--- config.mk ---
export PLATFORM = sky130hd
export DESIGN_NAME = spi_slave_flat
export DESIGN_NICKNAME = d
export VERILOG_FILES = /design/src/rtl/spi_slave_if.sv /design/src/rtl/spi_slave.sv /design/src/flat_wrapper.sv
export SDC_FILE = /design/constraint.sdc
export NUM_CORES = 1
export LEC_CHECK = 0
export ABC_AREA = 0
export BUFFER_PORTS_ARGS = -buffer_cell sky130_fd_sc_hd__buf_4
export CORE_MARGIN = 8
export CORE_UTILIZATION = 45
export DETAILED_ROUTE_END_ITERATION = 10
export SLEW_MARGIN = 0
export SYNTH_ARGS = -nofsm -noshare
export SYNTH_HDL_FRONTEND = slang
export SYNTH_SLANG_ARGS = --single-unit
--- constraint.sdc ---
create_clock -name clk -period 5.7 [get_ports clk]
set_input_delay 0.285 -clock clk [delete_from_list [all_inputs] [get_ports clk]]
set_output_delay 0.285 -clock clk [all_outputs]
set_load 0.01 [all_outputs]
--- src/rtl/spi_slave_if.sv ---
// rtl/spi_slave_if.sv - SPI pins and RAM-side parallel bus for spi_slave
interface spi_slave_if;
    logic       SS_n;
    logic       MOSI;
    logic       MISO;
    logic [9:0] rx_data;
    logic       rx_valid;
    logic [7:0] tx_data;
    logic       tx_valid;

    // master: SPI master plus RAM side; slave: the spi_slave block itself
    modport master (
        output SS_n, MOSI, tx_data, tx_valid,
        input  MISO, rx_data, rx_valid
    );

    modport slave (
        input  SS_n, MOSI, tx_data, tx_valid,
        output MISO, rx_data, rx_valid
    );
endinterface

--- src/rtl/spi_slave.sv ---
// rtl/spi_slave.sv - SPI slave: 10-bit command frames in, 8-bit read data out on MISO
module spi_slave (
    input  logic        clk,
    input  logic        rst_n,
    spi_slave_if.slave  bus
);
    typedef enum logic [2:0] {
        IDLE      = 3'd0,
        CHK_CMD   = 3'd1,
        WRITE     = 3'd2,
        READ_ADD  = 3'd3,
        READ_DATA = 3'd4
    } state_t;

    state_t      state_q, state_d;
    logic [9:0]  rx_shift_q, rx_shift_d;
    logic [3:0]  bit_cnt_q, bit_cnt_d;
    logic [7:0]  tx_shift_q, tx_shift_d;
    logic [3:0]  tx_cnt_q, tx_cnt_d;
    logic        tx_busy_q, tx_busy_d;
    logic        rd_addr_done_q, rd_addr_done_d;
    logic [9:0]  rx_data_q, rx_data_d;
    logic        rx_valid_q, rx_valid_d;
    logic        miso_q, miso_d;
    logic        abort;

    assign abort = bus.SS_n && (state_q != IDLE);

    always_comb begin
        state_d        = state_q;
        rx_shift_d     = rx_shift_q;
        bit_cnt_d      = bit_cnt_q;
        tx_shift_d     = tx_shift_q;
        tx_cnt_d       = tx_cnt_q;
        tx_busy_d      = tx_busy_q;
        rd_addr_done_d = rd_addr_done_q;
        rx_data_d      = rx_data_q;
        rx_valid_d     = 1'b0;
        miso_d         = miso_q;

        case (state_q)
            IDLE: begin
                bit_cnt_d = 4'd0;
                tx_cnt_d  = 4'd0;
                tx_busy_d = 1'b0;
                miso_d    = 1'b0;
                if (!bus.SS_n) state_d = CHK_CMD;
            end
            CHK_CMD: begin
                if (bus.SS_n) begin
                    state_d = IDLE;
                end else begin
                    rx_shift_d[9] = bus.MOSI;
                    bit_cnt_d     = 4'd1;
                    if (!bus.MOSI)          state_d = WRITE;
                    else if (rd_addr_done_q) state_d = READ_DATA;
                    else                    state_d = READ_ADD;
                end
            end
            WRITE, READ_ADD, READ_DATA: begin
                if (bus.SS_n) begin
                    state_d = IDLE;
                end else if (bit_cnt_q < 4'd10) begin
                    // bits land in place, so the register holds the frame MSB-aligned
                    rx_shift_d[4'd9 - bit_cnt_q] = bus.MOSI;
                    bit_cnt_d = bit_cnt_q + 4'd1;
                    if (bit_cnt_q == 4'd9) begin
                        rx_data_d  = rx_shift_d;
                        rx_valid_d = 1'b1;
                        if (state_q == READ_ADD)  rd_addr_done_d = 1'b1;
                        if (state_q == READ_DATA) rd_addr_done_d = 1'b0;
                    end
                end
            end
            default: state_d = IDLE;
        endcase

        if (abort) begin
            bit_cnt_d = 4'd0;
            tx_cnt_d  = 4'd0;
            tx_busy_d = 1'b0;
            miso_d    = 1'b0;
        end else if (tx_busy_q) begin
            if (tx_cnt_q == 4'd8) begin
                tx_cnt_d  = 4'd0;
                tx_busy_d = 1'b0;
                miso_d    = 1'b0;
            end else begin
                miso_d     = tx_shift_q[7];
                tx_shift_d = {tx_shift_q[6:0], 1'b0};
                tx_cnt_d   = tx_cnt_q + 4'd1;
            end
        end else if ((state_q == READ_DATA) && bus.tx_valid) begin
            // bit 7 goes straight to MISO on the load edge
            miso_d     = bus.tx_data[7];
            tx_shift_d = {bus.tx_data[6:0], 1'b0};
            tx_cnt_d   = 4'd1;
            tx_busy_d  = 1'b1;
        end
    end

    always_ff @(posedge clk or negedge rst_n) begin
        if (!rst_n) begin
            state_q        <= IDLE;
            rx_shift_q     <= 10'h000;
            bit_cnt_q      <= 4'd0;
            tx_shift_q     <= 8'h00;
            tx_cnt_q       <= 4'd0;
            tx_busy_q      <= 1'b0;
            rd_addr_done_q <= 1'b0;
            rx_data_q      <= 10'h000;
            rx_valid_q     <= 1'b0;
            miso_q         <= 1'b0;
        end else begin
            state_q        <= state_d;
            rx_shift_q     <= rx_shift_d;
            bit_cnt_q      <= bit_cnt_d;
            tx_shift_q     <= tx_shift_d;
            tx_cnt_q       <= tx_cnt_d;
            tx_busy_q      <= tx_busy_d;
            rd_addr_done_q <= rd_addr_done_d;
            rx_data_q      <= rx_data_d;
            rx_valid_q     <= rx_valid_d;
            miso_q         <= miso_d;
        end
    end

    assign bus.rx_data  = rx_data_q;
    assign bus.rx_valid = rx_valid_q;
    assign bus.MISO     = miso_q;
endmodule

--- src/flat_wrapper.sv ---
// flat-port wrapper written by rule: the top's interface ports become plain ports
module spi_slave_flat 
  (clk, rst_n, bus_SS_n, bus_MOSI, bus_tx_data, bus_tx_valid, bus_MISO, bus_rx_data, bus_rx_valid);
  spi_slave_if bus_i ();
  input  logic clk;
  input  logic rst_n;
  input wire logic [$bits(bus_i.SS_n)-1:0] bus_SS_n;
  input wire logic [$bits(bus_i.MOSI)-1:0] bus_MOSI;
  input wire logic [$bits(bus_i.tx_data)-1:0] bus_tx_data;
  input wire logic [$bits(bus_i.tx_valid)-1:0] bus_tx_valid;
  output wire logic [$bits(bus_i.MISO)-1:0] bus_MISO;
  output wire logic [$bits(bus_i.rx_data)-1:0] bus_rx_data;
  output wire logic [$bits(bus_i.rx_valid)-1:0] bus_rx_valid;
  assign bus_i.SS_n = bus_SS_n;
  assign bus_i.MOSI = bus_MOSI;
  assign bus_i.tx_data = bus_tx_data;
  assign bus_i.tx_valid = bus_tx_valid;
  assign bus_MISO = bus_i.MISO;
  assign bus_rx_data = bus_i.rx_data;
  assign bus_rx_valid = bus_i.rx_valid;
  spi_slave u_core (.clk(clk), .rst_n(rst_n), .bus(bus_i));
endmodule
==> results.tsv, run 1 <==
metric	value	unit
via_per_inst	5.42	
root_buffer	clkbuf_8	
synth_area_leaders	dfrtp_1 (45%), mux2_2 (11%), ha_1 (4.3%)	
seq_area	1050	sq um
grt.overflow.total	0	
cts_buffer_depth	2	
die_y	88.1	um
grt_pass1_vias	1663	
die_w	88.1	um
antenna_found_initial	0	
ctsHoldBuffers	1	
seq_area_frac_synth	0.450	
crit_type	reg -> reg	
synth-main-ff-cell	dfrtp_1	
tns	0	ps
synth.top_cell.area_share	0.450	
fin_area	2630	sq um
outcome	finished clean	
clk_pin_slew	80	ps
period_share	0.420	
p_sw	176	uW
yosys_warnings	0	
max_freq	417	MHz
cts.sinks	42	
syn_area	2340	sq um
multi_input_area	1170	sq um
cp.arrival	2550	ps
internal-power	488	uW
fin_ws	3300	ps
wire_per_inst	14.3	um
rows	26	
r2r_slack	3300	ps
stdcell_count	311	
io_pins	25	
critPathBufInv	1	
start_util	0.460	
placed_area	2530	sq um
cts_buffers	5	
synthTopCellsByCount	dfrtp_1 (42), mux2_2 (22), nand2_1 (21), inv_1 (12), mux2i_1 (10)	
avgSynthCellArea	10.5	sq um
drive_above_1_share	0.237	
dieArea	7750	sq um
vias	1685	
diodes	0	
required	5850	ps
synth-edff-count	0	
firstDrtPassIters	4	
clock_skew	6.09	ps
synth_seq_cells	42	
cts_tree	yes	
synth_cell_types	49	
syn_nets	244	
critPathMaxStageDelay	680	ps
setup_violations	0	
ant_nets	0	
final_util	0.518	
grt_first_pass_wirelength	7.94	mm
synth-async-reset-ratio	1.00	
worst_path_dominant_cell_family	compound AO/OA/AOI/OAI gates	
grtUsageTotal	0.128	
maxCapViolCount	0	
seqPwrFrac	0.544	
swShare	0.265	
synthToLayoutAreaGrowth	12.6	%
period_needed	2400	ps
gp_congestion	0.823	
dp_hpwl	3.09	mm
pwr-share-comb	0.158	
drtIter0Drc	75	
dp_cells	302	
power.density	252	nW/um^2
hold_viol	0	
max_slew_margin	0.378	
worstPathMaxFanout	23	
netlist_instances	223	
synth_top_area_cell	dfrtp_1	
pre_cts_slack	3270	ps
cts_setup_buffers	0	
drcViolationCount	0	
irDropWorstVdd	0.0000966	V
grt_setup_unrepaired	no	
finalWirelength	4.46	mm
hold_class	in -> reg	
cts_max_level	2	
critPathSlowestCell	a2111o_1	
drv_slew	0	
core-area	5070	sq um
clock_latency	290	ps
p_leak	0.00117	uW
path_cells	inv_1 -> ha_1 -> or4bb_1 -> a2111o_1 -> nor3_1 -> a21oi_1	
clock_power_share	0.298	
nets	261	
cts_resized	0	
io_buffer_count	24	
end_kind	register	
grt_max_degree	43	
yosysMostFrequentCell	dfrtp_1	
start_kind	register	
worst_pin_slew	926	ps
fill_cells	486	
-- kinds of logic after synthesis --
group	share of synthesized area
buffers and inverters	0.0509
adders and majority gates	0.0429
DFF	0.450
AOI/OAI and AO/OA	0.158
xor gates and xnor gates	0.00750
muxes	0.155
and+or+nand+nor	0.136
-- path summary, 6_finish.rpt --
path                       cells past startpoint                              start                                 to
max reg2reg                                    6    u_core.bit_cnt_q[1]$_DFFE_PN0P_  u_core.bus.rx_data[9]$_DFFE_PN0P_
max                                            6    u_core.bit_cnt_q[1]$_DFFE_PN0P_  u_core.bus.rx_data[9]$_DFFE_PN0P_
max in group asynchronous                      2                              rst_n    u_core.bit_cnt_q[2]$_DFFE_PN0P_
min in group asynchronous                      2                              rst_n  u_core.bus.rx_data[7]$_DFFE_PN0P_
min                                            3                     bus_tx_data[0]   u_core.tx_shift_q[1]$_DFFE_PN0P_
min reg2reg                                    2  u_core.bus.rx_data[4]$_DFFE_PN0P_  u_core.bus.rx_data[4]$_DFFE_PN0P_
-- layout make-up --
type / count / share of cell area
multi-input combinational: 154 / 0.443
sequential: 42 / 0.399
timing repair buffer: 25 / 0.0723
tap: 70 / 0.0333
clock buffer: 7 / 0.0328
inverter: 12 / 0.0171
clock inverter: 1 / 0.00190
-- power by group through the flow --
stage,clock network [uW],registers (uW),logic (uW)
final,198,361,105
after global routing,217,367,119
after CTS,206,361,106
after detailed placement,0,367,105
after global placement,0,366,104
after floorplan,0,357,81.9
-- metrics by stage --
stage | hold WS [ps] | total power (uW)
floorplan | -10.6 | 439
global placement | 308 | 470
detailed placement | 308 | 472
CTS | 251 | 673
global route | 257 | 704
finish | 257 | 664
-- flip-flops by register name, indices dropped and copies added (netlist names) --
signal / flops
u_core.tx_shift_q: 7
u_core.rx_shift_q: 10
u_core.state_q: 3
u_core.bit_cnt_q: 4
u_core.bus.rx_data: 10
u_core.tx_busy_q: 1
u_core.rd_addr_done_q: 1
u_core.bus.rx_valid: 1
u_core.bus.MISO: 1
u_core.tx_cnt_q: 4
-- cell usage in the layout (no fill, tap or decap), drive strengths merged, types with 2 or more instances in the layout --
cell and instances:
a211oi 6, a21o 2, a21oi 5, a221oi 2, a22o 3, a2bb2oi 2
a31oi 2, buf 24, clkbuf 7, dfrtp 42, ha 8, inv 12
mux2 23, mux2i 10, nand2 21, nand2b 2, nand3 8, nand4 4
nor2 5, nor2b 3, nor3 6, nor3b 5, o21ai 18, o31ai 2
-- worst min-delay path: stages --
cell and delay [ps]:
buf_4 100, inv_1 40, o32ai_1 70
-- routing by layer --
layer  routed length, um  up-vias  global-route usage
met4                  57        0              0.0415
met1                2130      817               0.171
met2                2050       33               0.196
met5                   0        -                   0
met3                 220        5              0.0356
li1                    -      830                   -
(Power assumes the default switching activity.)
==> run 2: changes to the inputs <==
ABC_AREA = 1   (was 0)
clock period = 2.4 ns   (was 5.7 ns; I/O delays follow)
==> run 2 against run 1 <==
Against the previous run: via count grew 12%; cell count grew 26%; sequential cell count is the same; largest cell class unchanged; largest power group unchanged.
==> results.tsv, run 2 <==
metric	value	unit
outcome	finished clean	
wire_per_inst	11.8	um
crit_type	reg -> reg	
critPathSlowestCell	dfrtp_1	
worst_pin_slew	534	ps
final_util	0.521	
antenna_found_initial	0	
synth-main-ff-cell	dfrtp_1	
path_cells	inv_1 -> ha_1 -> nand2_1 -> inv_1 -> nand2_1 -> inv_1 -> nand3_2 -> nand2_1 -> o21ai_1	
via_per_inst	4.80	
grtUsageTotal	0.141	
grt_first_pass_wirelength	8.65	mm
grt_max_degree	43	
vias	1886	
tns	0	ps
end_kind	register	
power.density	610	nW/um^2
grt_setup_unrepaired	no	
max_slew_margin	0.644	
clock_skew	3.69	ps
finalWirelength	4.63	mm
core-area	4980	sq um
io_pins	25	
cts_buffer_depth	2	
seq_area_frac_synth	0.464	
diodes	0	
drive_above_1_share	0.142	
start_kind	register	
drcViolationCount	0	
yosys_warnings	0	
start_util	0.455	
avgSynthCellArea	7.67	sq um
dp_hpwl	3.45	mm
max_freq	564	MHz
period_needed	1770	ps
netlist_instances	295	
required	2570	ps
cts.sinks	42	
firstDrtPassIters	4	
synth_area_leaders	dfrtp_1 (46%), nand2_1 (17%), o21ai_0 (5.1%)	
drv_slew	0	
fill_cells	513	
p_leak	0.00132	uW
final_common_cell	nand2_1	
finalPower	1580	uW
rows	26	
cp.arrival	1940	ps
cts_tree	yes	
synth_cell_types	27	
root_buffer	clkbuf_8	
syn_nets	316	
die_w	86.9	um
grt_pass1_vias	1985	
setup_violations	0	
synth.top_cell.area_share	0.464	
hold_viol	0	
synthTopCellsByCount	nand2_1 (105), dfrtp_1 (42), nor2_1 (23), o21ai_0 (23), inv_1 (22)	
worstPathMaxFanout	20	
grt.overflow.total	0	
synth_top_area_cell	dfrtp_1	
ant_nets	0	
drtIter0Drc	113	
cts_resized	0	
hold_class	in -> reg	
yosysMostFrequentCell	nand2_1	
dieArea	7560	sq um
irDropWorstVdd	0.000340	V
syn_area	2260	sq um
synth_seq_cells	42	
cts_buffers	5	
die_y	86.9	um
synthToLayoutAreaGrowth	14.5	%
nets	344	
clock_latency	290	ps
synth-edff-count	0	
period_share	0.739	
io_buffer_count	24	
layout_common_cells	nand2_1 (105), dfrtp_1 (42), buf_4 (25)	
synth-async-reset-ratio	1.00	
cts_max_level	2	
gp_congestion	0.850	
maxCapViolCount	0	
critPathMaxStageDelay	450	ps
clk_pin_slew	70	ps
run 2: changes by cell type after synthesis, sizes merged, moves of 4 or more:
cell / before / now
nor3b: 5 / 0
mux2: 23 / 0
nor2: 5 / 26
buf: 8 / 3
o21ai: 18 / 36
clkbuf: 7 / 2
mux2i: 10 / 0
a211oi: 6 / 0
inv: 12 / 29
nor3: 6 / 2
nand3: 8 / 20
nand2: 21 / 109
run 2: logic make-up (layout without fill, tap and decap cells):
group | Yosys count | count (layout) | synth area share
compound gates | 44 | 44 | 0.105
xor+xnor | 3 | 3 | 0.0116
fa+ha+maj | 8 | 8 | 0.0442
buf+inv | 35 | 63 | 0.0647
flops | 42 | 42 | 0.464
simple gates | 163 | 163 | 0.310
run 2: path summary, 6_finish.rpt:
| path | start | endpoint | slack [ps] | depth (start not counted) |
|---|---|---|---|---|
| min in group asynchronous | rst_n | u_core.bus.rx_data[8]$_DFFE_PN0P_ | 350 | 2 |
| worst max register to register | u_core.bit_cnt_q[1]$_DFFE_PN0P_ | u_core.bus.rx_data[4]$_DFFE_PN0P_ | 630 | 9 |
| worst min register to register | u_core.tx_shift_q[6]$_DFFE_PN0P_ | u_core.tx_shift_q[6]$_DFFE_PN0P_ | 480 | 2 |
| max in group asynchronous | rst_n | u_core.bus.MISO$_DFFE_PN0P_ | 1680 | 2 |
| worst max-delay path | u_core.bit_cnt_q[1]$_DFFE_PN0P_ | u_core.bus.rx_data[4]$_DFFE_PN0P_ | 630 | 9 |
| worst min-delay path | bus_SS_n | u_core.state_q[2]$_DFFE_PN0P_ | 30 | 2 |
run 2: final cells by class:
| type | instances | area, sq um | area share |
|---|---|---|---|
| well taps | 70 | 87.6 | 0.0338 |
| flip-flops and latches | 42 | 1050 | 0.406 |
| multi-input cells | 218 | 1070 | 0.411 |
| repair buffers | 26 | 198 | 0.0763 |
| clock buffers | 7 | 76.3 | 0.0295 |
| inverters | 30 | 113 | 0.0435 |
run 2: what timing repair did:
action	CTS	global route
hold buffers	1	0
hold endpoints to repair	42	0
setup buffers	0	0
run 2: worst max-delay path, delay by kind of cell (launching register included):
| kind | cells | cell delay (ps) |
|---|---|---|
| compound gates | 1 | 70 |
| fa+ha+maj | 1 | 200 |
| buf+inv | 3 | 310 |
| simple gates | 4 | 620 |
| flops | 1 | 450 |
run 2: routing by layer:
layer | GRT usage | vias to the layer above | share of wire
met2 | 0.237 | 27 | 0.45
met1 | 0.171 | 853 | 0.50
met3 | 0.0415 | 5 | 0.040
met5 | 0 | - | 0
met4 | 0.0376 | 0 | 0.010
li1 | - | 1001 | -
run 2: report_power, final:
| part | switching [uW] | leakage [uW] | internal, uW | total (uW) |
|---|---|---|---|---|
| Sequential | 59.9 | 0.000572 | 797 | 857 |
| Clock | 225 | 0.0000383 | 200 | 426 |
| Combinational | 189 | 0.000713 | 110 | 299 |
run 2: per-stage QoR:
step | instance area [sq um] | setup WS (ps) | std cells | hold WS (ps)
finish | 2590 | 625 | 393 | 34.8
global route | 2590 | 360 | 393 | 36.6
CTS | 2590 | 619 | 393 | 36.2
detailed placement | 2500 | 633 | 385 | 143
global placement | 2500 | 709 | 385 | 151
floorplan | 2260 | 931 | 295 | -176
